===== src/rtl/task_mem_pkg.sv =====
// Shared defaults, STOP opcode value and FSM state encoding for the task memory streamer.
package task_mem_pkg;
   localparam int DEF_INSN_SIZE      = 16;
   localparam int DEF_INSN_COUNT     = 16;
   localparam int DEF_TASK_MEM_DEPTH = 8;

   localparam logic [3:0] STOP_OP = 4'hF;

   typedef enum logic {
      IDLE   = 1'b0,
      STREAM = 1'b1
   } state_t;
endpackage


===== src/rtl/task_mem_array.sv =====
// Register-based task storage: TASK_MEM_DEPTH tasks x INSN_COUNT words, one write port, one
// combinational read port. Every word clears on reset.
module task_mem_array
   import task_mem_pkg::*;
#(
   parameter int INSN_SIZE      = DEF_INSN_SIZE,
   parameter int INSN_COUNT     = DEF_INSN_COUNT,
   parameter int TASK_MEM_DEPTH = DEF_TASK_MEM_DEPTH
) (
   input  logic                          clk,
   input  logic                          rst_n,
   input  logic                          wr_en,
   input  logic [$clog2(TASK_MEM_DEPTH)-1:0] wr_task,
   input  logic [$clog2(INSN_COUNT)-1:0] wr_idx,
   input  logic [INSN_SIZE-1:0]          wr_data,
   input  logic [$clog2(TASK_MEM_DEPTH)-1:0] rd_task,
   input  logic [$clog2(INSN_COUNT)-1:0] rd_idx,
   output logic [INSN_SIZE-1:0]          rd_data
);

   logic [INSN_SIZE-1:0] mem [TASK_MEM_DEPTH][INSN_COUNT];

   always_ff @(posedge clk or negedge rst_n) begin
      if (!rst_n) begin
         for (int t = 0; t < TASK_MEM_DEPTH; t++) begin
            for (int i = 0; i < INSN_COUNT; i++) begin
               mem[t][i] <= '0;
            end
         end
      end else if (wr_en) begin
         mem[wr_task][wr_idx] <= wr_data;
      end
   end

   assign rd_data = mem[rd_task][rd_idx];

endmodule


===== src/rtl/task_mem_streamer.sv =====
// Task fetch FSM: accepts a task id, then streams that task's instructions one beat per cycle.
// Optional macro TASK_MEM_STOP_EN ends a task early on a word whose top nibble is the STOP opcode.
module task_mem_streamer
   import task_mem_pkg::*;
#(
   parameter int INSN_SIZE      = DEF_INSN_SIZE,
   parameter int INSN_COUNT     = DEF_INSN_COUNT,
   parameter int TASK_MEM_DEPTH = DEF_TASK_MEM_DEPTH
) (
   input  logic                              clk,
   input  logic                              rst_n,
   input  logic                              wr_en,
   input  logic [$clog2(TASK_MEM_DEPTH)-1:0] wr_task,
   input  logic [$clog2(INSN_COUNT)-1:0]     wr_idx,
   input  logic [INSN_SIZE-1:0]              wr_data,
   output logic                              wr_err,
   input  logic                              req_valid,
   // One extra bit so that out-of-range task ids (>= TASK_MEM_DEPTH) can be requested.
   input  logic [$clog2(TASK_MEM_DEPTH):0]   req_task,
   output logic                              req_ready,
   output logic                              out_valid,
   input  logic                              out_ready,
   output logic [INSN_SIZE-1:0]              out_data,
   output logic [$clog2(INSN_COUNT)-1:0]     out_idx,
   output logic                              out_last,
   output logic                              out_err
);

   localparam int TW = $clog2(TASK_MEM_DEPTH);
   localparam int IW = $clog2(INSN_COUNT);
   localparam int RW = TW + 1;

   state_t               state;
   logic [RW-1:0]        cur_task;
   logic [IW-1:0]        idx;
   logic                 err_beat;
   logic [INSN_SIZE-1:0] rd_data;
   logic                 stop_hit;
   logic                 fire;
   logic                 wr_block;
   logic                 wr_ok;

   // Writes into the task being streamed are refused so the stream content stays coherent.
   assign wr_block = wr_en && (state == STREAM) && ({1'b0, wr_task} == cur_task);
   assign wr_ok    = wr_en && !wr_block && ({1'b0, wr_task} < RW'(TASK_MEM_DEPTH));

   task_mem_array #(
      .INSN_SIZE      (INSN_SIZE),
      .INSN_COUNT     (INSN_COUNT),
      .TASK_MEM_DEPTH (TASK_MEM_DEPTH)
   ) u_array (
      .clk     (clk),
      .rst_n   (rst_n),
      .wr_en   (wr_ok),
      .wr_task (wr_task),
      .wr_idx  (wr_idx),
      .wr_data (wr_data),
      .rd_task (cur_task[TW-1:0]),
      .rd_idx  (idx),
      .rd_data (rd_data)
   );

`ifdef TASK_MEM_STOP_EN
   assign stop_hit = (rd_data[INSN_SIZE-1 -: 4] == STOP_OP);
`else
   assign stop_hit = 1'b0;
`endif

   assign out_data = (out_valid && !err_beat) ? rd_data : '0;
   assign out_idx  = idx;
   assign out_err  = out_valid && err_beat;
   assign out_last = out_valid && (err_beat || (idx == IW'(INSN_COUNT - 1)) || stop_hit);
   assign fire     = out_valid && out_ready;

   always_ff @(posedge clk or negedge rst_n) begin
      if (!rst_n) begin
         state     <= IDLE;
         cur_task  <= '0;
         idx       <= '0;
         err_beat  <= 1'b0;
         req_ready <= 1'b0;
         out_valid <= 1'b0;
         wr_err    <= 1'b0;
      end else begin
         wr_err <= wr_block;
         case (state)
            IDLE: begin
               if (req_ready && req_valid) begin
                  state     <= STREAM;
                  cur_task  <= req_task;
                  idx       <= '0;
                  err_beat  <= (req_task >= RW'(TASK_MEM_DEPTH));
                  req_ready <= 1'b0;
                  out_valid <= 1'b1;
               end else begin
                  req_ready <= 1'b1;
               end
            end
            STREAM: begin
               if (fire) begin
                  if (out_last) begin
                     state     <= IDLE;
                     idx       <= '0;
                     err_beat  <= 1'b0;
                     req_ready <= 1'b1;
                     out_valid <= 1'b0;
                  end else begin
                     idx <= idx + 1'b1;
                  end
               end
            end
            default: state <= IDLE;
         endcase
      end
   end

endmodule

===== config.mk =====
export PLATFORM = sky130hd
export DESIGN_NAME = task_mem_streamer
export DESIGN_NICKNAME = d
export VERILOG_FILES = /design/src/rtl/task_mem_pkg.sv /design/src/rtl/task_mem_array.sv /design/src/rtl/task_mem_streamer.sv
export SDC_FILE = /design/constraint.sdc
export NUM_CORES = 2
export LEC_CHECK = 0
export CAP_MARGIN = 10
export CORE_MARGIN = 1
export CORE_UTILIZATION = 65
export DETAILED_ROUTE_END_ITERATION = 8
export HOLD_SLACK_MARGIN = 0.12
export PLACE_DENSITY = 0.91
export SYNTH_ARGS = -nofsm -noshare
export SYNTH_HDL_FRONTEND = slang
export SYNTH_SLANG_ARGS = --single-unit

===== constraint.sdc =====
create_clock -name clk -period 4.92 [get_ports clk]
set_input_delay 0.738 -clock clk [delete_from_list [all_inputs] [get_ports clk]]
set_output_delay 0.738 -clock clk [all_outputs]
set_load 0.005 [all_outputs]

Yosys cells after proc, flatten, opt, wreduce, memory -nomap -nowiden
Index checks and enable logic that the tools add are counted.

Mux-type cells: 30. Bitwise logic cells: 5. Add/sub/neg operators: 1. Reductions and logical operators: 17. Equality and inequality tests: 5. $lt $le $gt $ge: 7.

Operators by type and width (number): $bwmux W2048 (1); $bmux W256 S3 (1); $demux W256 S3 (1); $mux W256 (3); $bmux W16 S4 (1); $demux W16 S4 (1); $mux W16 (4); $ge A4 B4 Y1 const B (3); $mux W4 (3); $ge A5 B5 Y1 const B (2); $logic_and A1 B1 Y1 (10); $mux W1 (10); $not A4 Y5 (2); $not A3 Y4 (2); $pmux W1 S2 (4); $pmux W4 S2 (1); $reduce_and A2 Y1 (3); $lt A5 B1 Y1 const B (1); $add A4 B1 Y4 const B (1); $eq A3 B4 Y1 (1); $eq A4 B4 Y1 const B (1); $lt A4 B1 Y1 const B (1); $ne A2 B2 Y1 const B (2); $reduce_and A3 Y1 (1); other kinds (4) (5).

Word-level logic and storage cells: 200. Output and inout bits: 25. Input port bits: 32. Bits in registers: 2061.

Depth between registers and ports, before layout
Word-level depth: 8. Depth in mapped cells: 11. Depth with buffers taken out: 6.

Modules after synthesis
A second synthesis with hierarchy kept.

Cells, all modules: 5559. Area total of the unflattened synthesis: 93169.4 sq um.

Modules (own cells, without submodules): task_mem_array (cells an instance 5482, area each 92414.9 sq um, times used 1, seq. area each 51249.2 sq um); task_mem_streamer (cells an instance 77, area each 754.5 sq um, times used 1, seq. area each 325.3 sq um).

Worst setup path after synthesis
No wires, ideal clock.

Kind: register to output. From: register cur_task[1]. To: output out_data[8]. Path slack: 1.767 ns. Arrival: 2.415 ns. Required time: 4.182 ns. Cell stages (with the launch flop): 9. Buffers on the path: 3. Cells stage by stage: dfrtp_1 buf_2 buf_2 buf_1 mux4_2 mux2i_1 o32ai_1 a2111oi_0 nand4_1.

Word-level cells in the longest chain between the ends: 8.

RTL lines: start, declared (RTL line task_mem_streamer.sv:34) `logic [RW-1:0] cur_task;`; start signal, assigned (RTL line task_mem_streamer.sv:90) `cur_task <= req_task;`; $not A3 Y4 (implied by the code) (RTL line task_mem_array.sv:35) `assign rd_data = mem[rd_task][rd_idx];`; $bmux W256 S3 (RTL line task_mem_array.sv:35); $mux W256 (implied by the code) (2 in series) (RTL line task_mem_array.sv:35); $bmux W16 S4 (RTL line task_mem_array.sv:35); $mux W16 (implied by the code) (2 in series) (RTL line task_mem_array.sv:35); $mux W16 (RTL line task_mem_streamer.sv:69) `assign out_data = (out_valid && !err_beat) ? rd_data : '0;`; end, declared (RTL line task_mem_streamer.sv:23) `output logic [INSN_SIZE-1:0] out_data,`.

No other way between the ends. The select of a mux whose other input is x is not followed.

Worst setup path after layout
From: register idx[3], in the netlist out_idx[3]. To: output out_data[9].

Word-level cells in the longest chain between the ends: 5.

RTL lines: start, declared (RTL line task_mem_streamer.sv:35) `logic [IW-1:0] idx;`; start signal, assigned (RTL line task_mem_streamer.sv:108) `idx <= idx + 1'b1;`; $not A4 Y5 (implied by the code) (RTL line task_mem_array.sv:35); $bmux W16 S4 (RTL line task_mem_array.sv:35); $mux W16 (implied by the code) (2 in series) (RTL line task_mem_array.sv:35); $mux W16 (RTL line task_mem_streamer.sv:69).

No other way between the ends. The select of a mux whose other input is x is not followed.

==> results.rst <==
.. list-table::
   :header-rows: 1

   * - Metric
     - Value
   * - RSZ-0062 raised after global routing
     - true
   * - Design internal power
     - about 33 mW
   * - Die outline width
     - roughly 380 um
   * - Pin count of the biggest net entering global routing
     - ~200
   * - Via count of the first global-routing pass
     - roughly 64000
   * - Multi-input logic area
     - 40800 sq um
   * - Share of the synthesized area in compound gates (AO/OA/AOI/OAI)
     - under 10%
   * - Total of fill cells in the finished design
     - approximately 7000
   * - Min cycle time layout
     - ~5.6 ns
   * - Initial antenna violation count
     - 16
   * - Post-synthesis mux area share
     - 37.6%
   * - Number of instances in the synthesized netlist
     - just over 6000
   * - Combinational Power Share
     - about 28%
   * - Smallest setup slack after layout
     - -0.703 ns
   * - YS warnings
     - 0
   * - Actual transition at the worst max-transition pin
     - 1.37 ns
   * - Detailed-router iteration count before antenna repair
     - 9
   * - Fraction of the cycle the final worst path needs
     - 114%
   * - Vias per inst
     - about 7.5
   * - Final setup TNS
     - -2.70 ns
   * - Startpoint-to-endpoint class of the critical path
     - flip-flop to output port
   * - Setup Slack @ Placement
     - -0.391 ns
   * - Critical path's slowest cell
     - o22ai_1
   * - Total detailed-routing wirelength
     - roughly 300000 um
   * - Top achievable clock speed
     - 178 MHz
   * - Reg-to-Reg End
     - u_array.mem[1973]
   * - Post-detailed-route wirelength per cell
     - approximately 36 um
   * - Post-synthesis share of cell area spent on and, or, nand and nor gates
     - around 2.4%
   * - Arrival time reported for the critical path endpoint
     - ~4.9 ns
   * - Total clock buffers created by CTS
     - between 150 and 200
   * - Buffer type at the clock tree root
     - clkbuf_16
   * - Seq cells post-synth
     - between 2000 and 2500
   * - Total Power
     - ~50 mW
   * - GRT Overall Usage
     - about two fifths
   * - Total die area
     - between 100000 and 150000 sq um
   * - Number of nets produced by synthesis
     - 6175
   * - Critical path peak fanout
     - 28
   * - Number of pins with negative max-slew slack in the final report
     - 0
   * - Part of the total power dissipated in sequential elements
     - between 40 and 50%
   * - Main combinational cell family by area after synthesis
     - multiplexers
   * - Io pins
     - 57
   * - Count of clock tree sinks
     - between 2000 and 2500
   * - Status
     - finished with violations
   * - # rows
     - ~140
   * - Capturing instance or port of the critical path
     - out_data[9]
   * - Share of synthesized area occupied by flip-flops and latches
     - a little under three fifths
   * - Violations in the final reports
     - setup timing
   * - Max Buffers Root-to-Sink
     - 3
   * - Async set-reset flop share out of synthesis
     - 100%
   * - Setup violations, final
     - 13
   * - Buffers added on ports
     - between 50 and 60
   * - Net switching share of the total power
     - a little under a third
   * - CTS clk-pin slew, worst paths
     - ~0.080 ns
   * - Residual antenna-violating net count after detailed routing
     - 0
   * - Worst R2R Path Depth
     - 9
   * - Share of the synthesized netlist area taken by xor and xnor gates
     - 0.0561%
   * - Skew final
     - between 0.03 and 0.04 ns
   * - RR Startpoint
     - cur_task[0]
   * - Number of unique standard cell types used by synthesis
     - 56
   * - Placeable Area
     - between 100000 and 150000 sq um
   * - Number of enable flip-flop cells after synthesis
     - 0
   * - Global-route wire length before repair
     - 423000 um
   * - Remaining global-route overflow
     - 0
   * - Final count of hold timing violations
     - 0
   * - Endpoint kind of the worst setup timing path
     - output port
   * - Nets
     - roughly 6300
   * - Req. time, crit path
     - between 4 and 5 ns
   * - Htree depth
     - 4
   * - Average cell area after synthesis
     - ~15 sq um
   * - CTS tree
     - done
   * - Clock network fraction of total power
     - 32.2%
   * - Initial core utilization
     - between 60% and 70%
   * - Vias
     - 62635
   * - Sequential cell area in the final layout
     - ~52000 sq um
   * - Number of design rule violations left after detail routing
     - 0
   * - Max-cap violations
     - 0
   * - Synthesized cell area
     - between 90000 and 100000 sq um
   * - Flip-flop cell with the highest count after synthesis
     - dfrtp_1
   * - Leakage
     - 50.2 nW
   * - Critical path startpoint
     - out_idx[3]
   * - Kind of launch point of the worst setup path
     - flip-flop
   * - RD Place Congestion
     - slightly below 1
   * - PwrDens
     - roughly 460 nW/um^2
   * - Area Growth Syn to Fin
     - 13.1%
   * - Class of the most critical hold timing path
     - input port to flip-flop
   * - Post-detailed-placement half-perimeter wirelength
     - roughly 160000 um
   * - Number of DRC markers in iteration 0
     - ~9100
   * - Power spent charging and discharging nets
     - between 15 and 20 mW
   * - Util after Layout
     - 74.5%
   * - Worst setup slack for register-to-register paths
     - between 0.6 and 0.7 ns
   * - Max IR drop VDD
     - about 0.37 mV
   * - Insertion delay of the later-clocked pin in the worst-skew pair
     - 0.87 ns
   * - Worst path cell trace
     - or3b_2, buf_4, nor2_2, buf_6, nand2_1, o22ai_1, a211oi_1, nand4_1, clkbuf_2
   * - Adder and majority cell fraction of the synthesized area
     - less than 1%
   * - Max_slew headroom
     - 8.36%
   * - Worst path max stage delay
     - between 0.8 and 0.9 ns
   * - Ratio of cells with drive above 1 in the final layout
     - between 50% and 60%
   * - Die height
     - around 380 um
[critical path, delay by kind of cell (launching register included)]
| kind | cells | cell delay, ns |
|---|---|---|
| AO/OA/AOI/OAI | 2 | 1.07 |
| buffers and inverters | 3 | 0.79 |
| flip-flops | 1 | 0.49 |
| AND/OR/NAND/NOR | 4 | 1.66 |
[synth_stat cells (all sizes together) (7+ instances only)]
| cell | instances | area (sq um) |
|---|---|---|
| mux2 | 2052 | 23100 |
| and2 | 7 | 43.8 |
| o22ai | 108 | 676 |
| mux2i | 331 | 3310 |
| buf | 260 | 1350 |
| mux4 | 392 | 8830 |
| nor4 | 24 | 165 |
| clkbuf | 310 | 1160 |
| nor2b | 11 | 68.8 |
| a221oi | 38 | 333 |
| a22o | 15 | 131 |
| nand2 | 104 | 420 |
| nand4 | 24 | 156 |
| o21ai | 8 | 40.0 |
| a22oi | 61 | 458 |
| nor3 | 21 | 105 |
| nor2 | 132 | 601 |
| nand3 | 76 | 380 |
| a211oi | 13 | 97.6 |
| and3 | 14 | 87.6 |
| dfrtp | 2061 | 51600 |
| a2111oi | 23 | 201 |
[power groups by stage]
stage               Sequential (mW)  Clock, mW  Combinational, mW
floorplan                      19.3          0               7.23
global placement               19.6          0               10.7
detailed placement             19.8          0               10.9
CTS                            19.5       15.5               12.0
global route                   19.7       16.3               13.6
finish                         19.7       15.7               13.4
[stage by stage]
stage | hold slack [ns] | cells | cell area (sq um)
after floorplan | 0.437 | 6142 | 93700
final | 0.398 | 8297 | 106000
after detailed placement | 0.470 | 7856 | 97200
after global placement | 0.462 | 7856 | 97200
after global routing | 0.390 | 8289 | 106000
after CTS | 0.367 | 8249 | 105000
[cell families (layout without fill, tap and decap cells)]
logic type	count (synthesis)	after routing
buffers and inverters	576	832
XOR/XNOR	6	6
flip-flops	2061	2061
AND/OR/NAND/NOR	438	438
other	0	9
AO/OA/AOI/OAI	285	285
adder cells (fa/ha/maj)	1	1
multiplexers	2775	2775
[sequential cells by signal, summed over array words and instances (netlist names)]
signal and flops:
wr_err 1, state 1, u_array.mem 2048, req_ready 1, cur_task 4, out_idx 4
err_beat 1, out_valid 1
[routing by layer]
metal	part of all wire, %	up-vias	global-route usage (%)
met2	44	5345	58.2
li1	-	23050	-
met1	33	32375	49.0
met5	0.16	-	0
met3	13	1841	13.2
met4	9.0	24	25.9
[how the worst min path moves through the flow]
stage                startpoint          endpoint  depth (start not counted)
2_1_floorplan             rst_n       cur_task[0]                          0
3_5_place_dp   u_array.mem[189]  u_array.mem[189]                          1
4_1_cts             wr_data[15]  u_array.mem[991]                          2
3_3_place_gp   u_array.mem[170]  u_array.mem[170]                          1
5_1_grt             wr_data[15]  u_array.mem[255]                          2
6_report            wr_data[15]  u_array.mem[975]                          2
[cell type report]
class                           instances  share of cell area [%]
Tap cell                             1890                    2.23
Multi-Input combinational cell       3505                    38.5
Antenna cell                            9                  0.0212
Timing Repair Buffer                  460                    4.39
Sequential cell                      2061                    48.7
Clock buffer                          309                    5.62
Inverter                                6                  0.0212
Clock inverter                         57                   0.602
[timing repair]
action                                  in CTS  in global routing
endpoints found under the setup margin      16                 16
buffers inserted                            18                 33
endpoints found under the hold margin       66                  0
hold buffers                                 1                  0
gates cloned                                 8                  5
pin swaps                                   31                 31
gates resized for setup                    181                103
[cell usage in the layout (no fill, tap or decap), types with 8 or more instances in the layout]
cell	count
a2111oi_2	13
a2111oi_4	9
a211oi_1	8
a221oi_1	22
a221oi_2	11
a22o_1	15
a22oi_1	53
a22oi_2	8
and3_1	13
buf_12	37
buf_16	15
buf_4	330
buf_6	18
buf_8	9
clkbuf_1	55
clkbuf_16	205
clkbuf_8	54
clkdlybuf4s50_1	28
clkinv_2	28
dfrtp_1	2055
diode_2	9
mux2_1	118
mux2_2	1934
mux2i_1	310
mux2i_2	16
mux4_2	392
nand2_1	89
nand2_2	14
nand3_1	64
nand4_1	23
nor2_1	85
nor2_2	43
nor2b_1	9
nor3_1	17
nor4_1	8
nor4_4	10
o22ai_1	95
o22ai_2	13
Note: power is estimated with default switching activity, not from simulation.
